## src/rtl/multicycle_control.sv

```systemverilog
// multicycle_control
//   Moore control FSM for a multicycle MIPS-style datapath. One instruction
//   passes through FETCH, DECODE and one to three execution states, then
//   returns to FETCH.
//
// Ports
//   clk       : sole clock, rising-edge active
//   reset     : asynchronous active-high reset
//   op[5:0]   : opcode from the instruction register, valid from DECODE onward
//   zero      : ALU result == 0
//   gtz       : rs value signed > 0
//   pcen, iord, memread, memwrite, irwrite, alusrca, regwrite
//             : datapath enables and selects
//   pcsource, alusrcb, aluop, regdst, memtoreg [1:0]
//             : datapath mux selects and ALU operation class
//   state[3:0]: current state code (debug)
//   retire    : one-cycle pulse in the last state of an instruction
//   illegal   : one-cycle pulse in DECODE for an undefined opcode
module multicycle_control (
    input  logic       clk,
    input  logic       reset,
    input  logic [5:0] op,
    input  logic       zero,
    input  logic       gtz,
    output logic       pcen,
    output logic       iord,
    output logic       memread,
    output logic       memwrite,
    output logic       irwrite,
    output logic       alusrca,
    output logic       regwrite,
    output logic [1:0] pcsource,
    output logic [1:0] alusrcb,
    output logic [1:0] aluop,
    output logic [1:0] regdst,
    output logic [1:0] memtoreg,
    output logic [3:0] state,
    output logic       retire,
    output logic       illegal
);

    localparam logic [5:0] OP_R    = 6'b000000;
    localparam logic [5:0] OP_LW   = 6'b100011;
    localparam logic [5:0] OP_SW   = 6'b101011;
    localparam logic [5:0] OP_BEQ  = 6'b000100;
    localparam logic [5:0] OP_BGTZ = 6'b100110;
    localparam logic [5:0] OP_NORI = 6'b001101;
    localparam logic [5:0] OP_JAL  = 6'b000011;

    typedef enum logic [3:0] {
        S_FETCH  = 4'd0,
        S_DECODE = 4'd1,
        S_MEMADR = 4'd2,
        S_MEMRD  = 4'd3,
        S_MEMWB  = 4'd4,
        S_MEMWR  = 4'd5,
        S_EXEC   = 4'd6,
        S_RWB    = 4'd7,
        S_BRANCH = 4'd8,
        S_IEXEC  = 4'd9,
        S_IWB    = 4'd10,
        S_JAL    = 4'd11
    } state_t;

    state_t     cur, nxt;
    logic [5:0] opr;   // opcode captured on the edge leaving DECODE

    // Raw enables before the reset gate
    logic pcen_c, memread_c, memwrite_c, irwrite_c, regwrite_c, retire_c, illegal_c;

    always_ff @(posedge clk or posedge reset) begin
        if (reset) begin
            cur <= S_FETCH;
            opr <= '0;
        end else begin
            cur <= nxt;
            if (cur == S_DECODE)
                opr <= op;
        end
    end

    always_comb begin
        nxt        = S_FETCH;
        pcen_c     = 1'b0;
        iord       = 1'b0;
        memread_c  = 1'b0;
        memwrite_c = 1'b0;
        irwrite_c  = 1'b0;
        alusrca    = 1'b0;
        regwrite_c = 1'b0;
        pcsource   = 2'b00;
        alusrcb    = 2'b00;
        aluop      = 2'b00;
        regdst     = 2'b00;
        memtoreg   = 2'b00;
        retire_c   = 1'b0;
        illegal_c  = 1'b0;
        case (cur)
            S_FETCH: begin
                nxt       = S_DECODE;
                memread_c = 1'b1;
                irwrite_c = 1'b1;
                pcen_c    = 1'b1;
                alusrcb   = 2'b01;
            end
            S_DECODE: begin
                alusrcb = 2'b11;
                // Dispatch uses the live opcode; opr is only loaded on this edge
                case (op)
                    OP_LW, OP_SW:    nxt = S_MEMADR;
                    OP_R:            nxt = S_EXEC;
                    OP_BEQ, OP_BGTZ: nxt = S_BRANCH;
                    OP_NORI:         nxt = S_IEXEC;
                    OP_JAL:          nxt = S_JAL;
                    default: begin
                        nxt       = S_FETCH;
                        illegal_c = 1'b1;
                    end
                endcase
            end
            S_MEMADR: begin
                nxt     = (opr == OP_LW) ? S_MEMRD : S_MEMWR;
                alusrca = 1'b1;
                alusrcb = 2'b10;
            end
            S_MEMRD: begin
                nxt       = S_MEMWB;
                memread_c = 1'b1;
                iord      = 1'b1;
            end
            S_MEMWB: begin
                regwrite_c = 1'b1;
                memtoreg   = 2'b01;
                retire_c   = 1'b1;
            end
            S_MEMWR: begin
                memwrite_c = 1'b1;
                iord       = 1'b1;
                retire_c   = 1'b1;
            end
            S_EXEC: begin
                nxt     = S_RWB;
                alusrca = 1'b1;
                aluop   = 2'b10;
            end
            S_RWB: begin
                regwrite_c = 1'b1;
                regdst     = 2'b01;
                retire_c   = 1'b1;
            end
            S_BRANCH: begin
                alusrca  = 1'b1;
                aluop    = 2'b01;
                pcsource = 2'b01;
                pcen_c   = ((opr == OP_BEQ) & zero) | ((opr == OP_BGTZ) & gtz);
                retire_c = 1'b1;
            end
            S_IEXEC: begin
                nxt     = S_IWB;
                alusrca = 1'b1;
                alusrcb = 2'b10;
                aluop   = 2'b11;
            end
            S_IWB: begin
                regwrite_c = 1'b1;
                retire_c   = 1'b1;
            end
            S_JAL: begin
                pcen_c     = 1'b1;
                pcsource   = 2'b10;
                regwrite_c = 1'b1;
                regdst     = 2'b10;
                memtoreg   = 2'b10;
                retire_c   = 1'b1;
            end
            default: nxt = S_FETCH;
        endcase
    end

    // While reset is held the FSM sits in FETCH; its enables must not reach the datapath
    assign pcen     = pcen_c     & ~reset;
    assign memread  = memread_c  & ~reset;
    assign memwrite = memwrite_c & ~reset;
    assign irwrite  = irwrite_c  & ~reset;
    assign regwrite = regwrite_c & ~reset;
    assign retire   = retire_c   & ~reset;
    assign illegal  = illegal_c  & ~reset;
    assign state    = cur;

endmodule

```

## config.mk

```make
export PLATFORM = sky130hd
export DESIGN_NAME = multicycle_control
export DESIGN_NICKNAME = d
export VERILOG_FILES = /design/src/rtl/multicycle_control.sv
export SDC_FILE = /design/constraint.sdc
export NUM_CORES = 1
export LEC_CHECK = 0
export CELL_PAD_IN_SITES_DETAIL_PLACEMENT = 0
export CELL_PAD_IN_SITES_GLOBAL_PLACEMENT = 2
export CORE_UTILIZATION = 25
export DETAILED_ROUTE_END_ITERATION = 10
export GPL_TIMING_DRIVEN = 0
export PLACE_DENSITY = 0.87
export SLEW_MARGIN = 20
export SYNTH_ARGS = -nofsm -noshare
export SYNTH_HDL_FRONTEND = slang
export SYNTH_SLANG_ARGS = --single-unit
```

## constraint.sdc

```tcl
create_clock -name clk -period 3.85 [get_ports clk]
set_clock_uncertainty 0.15 [all_clocks]
set_input_delay 1.155 -clock clk [delete_from_list [all_inputs] [get_ports clk]]
set_output_delay 1.155 -clock clk [all_outputs]
set_load 0.01 [all_outputs]
```

==> results of run 1 <==
-- layer usage --
metal / global-route usage / wire, µm / vias up
li1: - / - / 417
met1: 0.1870 / 1123 / 398
met2: 0.2192 / 1021 / 30
met3: 0.02418 / 129 / 2
met4: 0.05102 / 13 / 0
met5: 0 / 0 / -
-- final cells by class --
cell class,count,area [µm²]
plain buffers,6,45.04
repair buffers,35,330.3
well taps,44,55.05
flip-flops and latches,10,250.2
inverters,4,18.77
multi-input cells,72,509.2
clock buffers,4,36.28
fillers,343,1808
-- repair_timing --
item,4_1_cts,5_1_grt
setup buffers,3,0
resized for setup,11,7
setup endpoints to repair,3,2
-- cells by family after synthesis --
kind of cell,synth area share
compound gates,0.1675
xor+xnor,0.02171
buf+inv,0.07441
flops,0.3101
mux,0.1116
simple gates,0.3148
-- how the worst max path moves through the flow --
stage / cells past startpoint / endpoint / from / slack (ns)
floorplan: 4 / illegal / op[2] / 0.64
global placement: 6 / illegal / op[0] / -0.52
detailed placement: 6 / illegal / op[3] / -0.50
CTS: 6 / pcen / zero / 0.01
global route: 4 / retire / reset / 0.09
finish: 4 / retire / reset / 0.16
-- worst reg2reg max path, cell delays in order (launching register included) --
cell     delay (ns)
dfrtp_1        0.39
buf_6          0.14
or2_1          0.23
buf_6          0.15
nor2_8         0.19
mux2_4         0.32
-- placed cells by master (no fill, tap or decap), drive strengths merged, types with 3 or more instances in the layout --
cell           instances
dfrtp                 10
nand2b                 4
a31oi                  3
o21ai                  4
nor3                   5
mux2                   6
a21oi                  3
clkdlybuf4s50         23
nand2                  4
inv                    3
buf                    9
dlygate4sd2            4
nand3                  4
nor4                   3
nor2                  13
clkbuf                 6
-- stage by stage --
| stage | util | std cells | TNS (ns) | total power, mW | cell area [µm²] |
|---|---|---|---|---|---|
| floorplan | - | 92 | 0 | 0.4718 | 807.0 |
| global placement | 0.3873 | 168 | -0.8836 | 0.6316 | 1182 |
| detailed placement | 0.3873 | 168 | -0.8656 | 0.6395 | 1182 |
| CTS | 0.4086 | 175 | 0 | 0.7380 | 1247 |
| global route | 0.4078 | 175 | 0 | 0.7815 | 1245 |
| finish | 0.4078 | 175 | 0 | 0.7296 | 1245 |
-- power breakdown --
part	switching, mW	internal [mW]
logic	0.206	0.239
registers	0.0418	0.149
clock network	0.0362	0.0574
total	0.284	0.445
-- state kept, by name, summed over array words and instances (netlist names) --
| register | count |
|---|---|
| state | 4 |
| opr | 6 |
==> parameters.txt, run 1 <==
Parameter                              Value

Global route
  Global router's overall resource usage ... 0.1380
  Global-route wire length before repair ... 3615 µm
  Number of global-route vias before repair ... 735
  Maximum number of pins on one net before global-route repair ... 11
  Antenna violations before repair ... 0
  Aggregate global routing overflow ... 0

Critical path
  Critical Path Source Type ... input port
  Category of the critical setup timing path ... input port to output port
  Maximum cell stage delay along the critical path ... 0.48 ns
  Critical path data arrival time ... 2.39 ns
  Maximum fanout along the worst path ... 6
  CP max-delay cell ... clkdlybuf4s50_1
  Register-to-Register Setup Slack ... 2.17 ns
  Buffers plus inverters on the worst setup path ... 3
  Family of cells with the greatest summed delay on the critical path ... buffers and inverters
  Beginning of the worst register-to-register path ... state[2]
  List of cells traversed by the critical path ... dlygate4sd2_1, clkinvlp_4, and2_1, clkdlybuf4s50_1
  R2R cell count ... 5
  Worst Path Required ... 2.54 ns
  Terminus of the critical flop-to-flop path ... opr[4]
  Crit end category ... output port

Final layout
  Area growth from synthesis to layout ... 54.26%
  Layout cell share with drive strength beyond 1 ... 0.2061
  Nets@finish ... 142
  Antenna diode instance count ... 0

Timing
  Unrepaired setup endpoints after global routing ... false
  Final slew viol count ... 0
  Setup slack after layout ... 0.1563 ns
  Normalized max-slew margin ... 0.7454
  Smallest hold slack ... 0.3975 ns
  Final Setup Violations ... 0
  Share of the clock period used by the worst path after layout ... 0.9594
  Hold Vio Cnt, Final ... 0
  Highest achievable clock rate ... 270.7 MHz
  Clock period minus worst slack ... 3.694 ns
  Least-Margin Pin Slew ... 0.3766 ns

Drt
  Remaining antenna violation count after routing ... 0
  Drt first pass iters ... 4
  DRC marker count from the first detailed-route iteration ... 19
  Total DRC errors in the routed layout ... 0
  Total wire length after detailed routing ... 2287 µm
  Vias ... 847
  Average vias per placed instance ... 4.840
  Routed length per instance ... 13.07 µm

Floorplanning
  Starting density of the core ... 0.2643
  Floorplan core area ... 3053 µm²
  Die outline width ... 58.82 µm
  Top Ports ... 33
  Overall die area ... 3459 µm²
  Die extent in y ... 58.82 µm
  Std-Cell Rows ... 20

Min path
  Hold Crit Endpoint ... opr[2]
  Hold Path Stages ... 1
  Type of the tightest min-delay check ... flip-flop to flip-flop
  Start point of the worst hold path ... opr[2]

CTS
  TritonCTS buffer count ... 3
  Clock sink count ... 10
  Hold Buf Count CTS ... 0
  Buffer type at the clock tree root ... clkbuf_4
  CTS tree ... yes
  Later-pin clock latency in the skew report ... 0.26 ns
  CTS clock-pin slew for the worst setup and hold paths ... 0.07 ns
  Maximum root-to-sink buffer count ... 2
  Maximum level of the CTS H-tree ... 1

Yosys
  Top cell type by total area after synthesis ... dfrtp_1
  Register bit total from synthesis ... 10
  Number of flops mapped to enable cells by yosys ... 0
  Mapped Cells ... 92
  Share of synthesized registers carrying an async set or reset ... 1.000
  Largest cells by area after synthesis ... dfrtp_1 (31%), mux2_4 (11%), nor2_1 (5.6%)
  Most frequently used cell type in the post-synthesis netlist ... nor2_1
  List of most frequent post-synthesis cells ... nor2_1 (12), dfrtp_1 (10), mux2_4 (6)
  Mapped Nets ... 102
  Average cell area after synthesis ... 8.772 µm²
  Prevailing post-synth register cell ... dfrtp_1
  Top cell type's share of synthesized area ... 0.3101
  Warning count from the yosys run ... 0
  Sequential area share after synthesis ... 0.3101
  Number of different library cells in the post-synthesis netlist ... 37
  Synthesized area ... 807.0 µm²

Status
  Result of the run ... completed

Placement
  Buffers on Ports ... 32
  Placer congestion estimate ... 0.7253
  Placement-stage worst setup slack ... -0.4966 ns
  Detailed placer's ending HPWL ... 1703 µm

Power
  Leak ... 0.5000 nW
  Power density over cell area ... 586.0 nW/µm²
  Worst IR drop on VDD ... 0.0002352 V

Job
  Max-cap violation count ... 0
Note: power is estimated with default switching activity, not from simulation.
==> inputs of run 2 (changes only) <==
RECOVER_POWER = 25   (was unset)
==> parameters.txt, run 2 (synthesis results as in run 1) <==
Parameter                              Value

Placement
  # placed instances ... 168 (unchanged)
  Placement-stage worst setup slack ... -0.4966 ns (unchanged)
  Buffers on Ports ... 32 (unchanged)
  Detailed placer's ending HPWL ... 1703 µm (unchanged)
  Area post-placement ... 1182 µm² (unchanged)
  Placer congestion estimate ... 0.7253 (unchanged)

Final layout
  Leading cell types in the layout, fill and taps excluded ... clkdlybuf4s50_1 (23), nor2_1 (12), dfrtp_1 (10)
  Nets@finish ... 142 (unchanged)
  Final non-filler cell total ... 175 (unchanged)
  Most common cell after layout, fill and taps aside ... clkdlybuf4s50_1
  Top reg by flops ... opr
  Final Instance Area ... 1237 µm² (-0.60%)
  Max FFs per register ... 6 (unchanged)
  Area growth from synthesis to layout ... 53.33%
  Antenna diode instance count ... 0 (unchanged)
  # fillers ... 342 (-0.29%)
  Layout Utilization ... 0.4053 (-0.002459)
  Layout cell share with drive strength beyond 1 ... 0.1908 (-0.01527)

Critical path
  Beginning of the worst register-to-register path ... state[2]
  Critical path data arrival time ... 2.38 ns (about the same)
  R2R cell count ... 5 (unchanged)
  Worst Path Required ... 2.54 ns (about the same)
  Crit end category ... output port
  Terminus of the critical flop-to-flop path ... opr[4]
  Register-to-Register Setup Slack ... 2.17 ns (about the same)
  Category of the critical setup timing path ... input port to output port
  Maximum fanout along the worst path ... 6 (unchanged)
  Critical Path Source Type ... input port

Global route
  Global routing met3 resource utilization ... 0.02418 (unchanged)
  Number of global-route vias before repair ... 735 (unchanged)
  Aggregate global routing overflow ... 0 (unchanged)
  Maximum number of pins on one net before global-route repair ... 11 (unchanged)
  Highest-utilization routing layer at the global route stage ... met2
  Global router's overall resource usage ... 0.1380 (unchanged)
  Antenna violations before repair ... 0 (unchanged)
  Met2 usage in global routing ... 0.2192 (unchanged)
  Global-route wire length before repair ... 3615 µm (unchanged)
  Met1 Track Usage GR ... 0.1870 (unchanged)

Power
  Worst IR drop on VDD ... 0.0002344 V (-0.34%)
  Leak ... 0.4928 nW (-1.4%)
  Power density over cell area ... 588.7 nW/µm² (+0.45%)
  Total Power Consumption ... 728.4 µW (-0.16%)

Timing
  Unrepaired setup endpoints after global routing ... false
  Smallest hold slack ... 0.3975 ns (+0.00005000 ns)
  Least-Margin Pin Slew ... 0.3780 ns (+0.001436 ns)
  Highest achievable clock rate ... 271.2 MHz (+0.18%)
  Final setup TNS ... 0 ns (unchanged)
  Final Setup Violations ... 0 (unchanged)
  Normalized max-slew margin ... 0.7444 (-0.0009710)
  Share of the clock period used by the worst path after layout ... 0.9577 (-0.001727)
  Clock period minus worst slack ... 3.687 ns (-0.006648 ns)
  Setup slack after layout ... 0.1630 ns (+0.006648 ns)
  Hold Vio Cnt, Final ... 0 (unchanged)
  Final slew viol count ... 0 (unchanged)

Floorplanning
  Die outline width ... 58.82 µm (unchanged)
  Top Ports ... 33 (unchanged)
  Die extent in y ... 58.82 µm (unchanged)
  Std-Cell Rows ... 20 (unchanged)
  Floorplan core area ... 3053 µm² (unchanged)
  Starting density of the core ... 0.2643 (unchanged)
  Overall die area ... 3459 µm² (unchanged)

Status
  Result of the run ... completed

CTS
  TritonCTS buffer count ... 3 (unchanged)
  Maximum root-to-sink buffer count ... 2 (unchanged)
  CTS clock-pin slew for the worst setup and hold paths ... 0.07 ns (about the same)
  Buffer type at the clock tree root ... clkbuf_4
  Maximum level of the CTS H-tree ... 1 (unchanged)
  CTS tree ... yes
  Later-pin clock latency in the skew report ... 0.26 ns (about the same)
  Clock sink count ... 10 (unchanged)

Min path
  Hold Path Stages ... 1 (unchanged)
  Type of the tightest min-delay check ... flip-flop to flip-flop
  Start point of the worst hold path ... opr[2]
  Hold Crit Endpoint ... opr[2]

Drt
  DRC marker count from the first detailed-route iteration ... 19 (unchanged)
  Drt first pass iters ... 4 (unchanged)
  Total wire length after detailed routing ... 2275 µm (-0.52%)
  Average vias per placed instance ... 4.829 (-0.24%)
  Remaining antenna violation count after routing ... 0 (unchanged)
  Vias ... 845 (-0.24%)
  Total DRC errors in the routed layout ... 0 (unchanged)
  Routed length per instance ... 13.00 µm (-0.52%)

Job
  Max-cap violation count ... 0 (unchanged)
## run 2: cell types whose count changed in the layout (fill, tap and decap cells not counted), sizes merged
cell,change
buf,-2
clkbuf,+2
## run 2: layout make-up
type | count | area (µm²) | area share
Multi-Input combinational cell | 72 | 509.2 | 0.4115
Clock buffer | 4 | 36.28 | 0.02932
Timing Repair Buffer | 35 | 322.8 | 0.2609
Buffer | 6 | 45.04 | 0.03640
Inverter | 4 | 18.77 | 0.01517
Sequential cell | 10 | 250.2 | 0.2022
Tap cell | 44 | 55.05 | 0.04449
## run 2: power breakdown
part	internal [mW]	switching (mW)
clock	0.0574	0.0361
combinational	0.238	0.206
sequential	0.149	0.0418
total	0.444	0.284
## run 2: what timing repair did
| action | CTS | global route |
|---|---|---|
| hold buffers | 0 | 0 |
| setup buffers | 3 | 0 |
| resized for setup | 11 | 7 |
| setup endpoints to repair | 3 | 2 |
## run 2: metal layers
metal,share of wire,vias up,routed length [µm]
met2,0.45,29,1017
li1,-,417,-
met1,0.49,397,1116
met3,0.056,2,127
met4,0.0057,0,13
met5,0,-,0
## run 2: worst max path at each step
stage          cells past startpoint  startpoint       to
3_5_place_dp                       6       op[3]  illegal
6_report                           4       reset   retire
3_3_place_gp                       6       op[0]  illegal
5_1_grt                            4       reset   retire
2_1_floorplan                      4       op[2]  illegal
4_1_cts                            6        zero     pcen
## run 2: critical path, cell delays in order
cell and delay, ns:
dlygate4sd2_1 0.38, clkinvlp_4 0.20, and2_1 0.17, clkdlybuf4s50_1 0.48
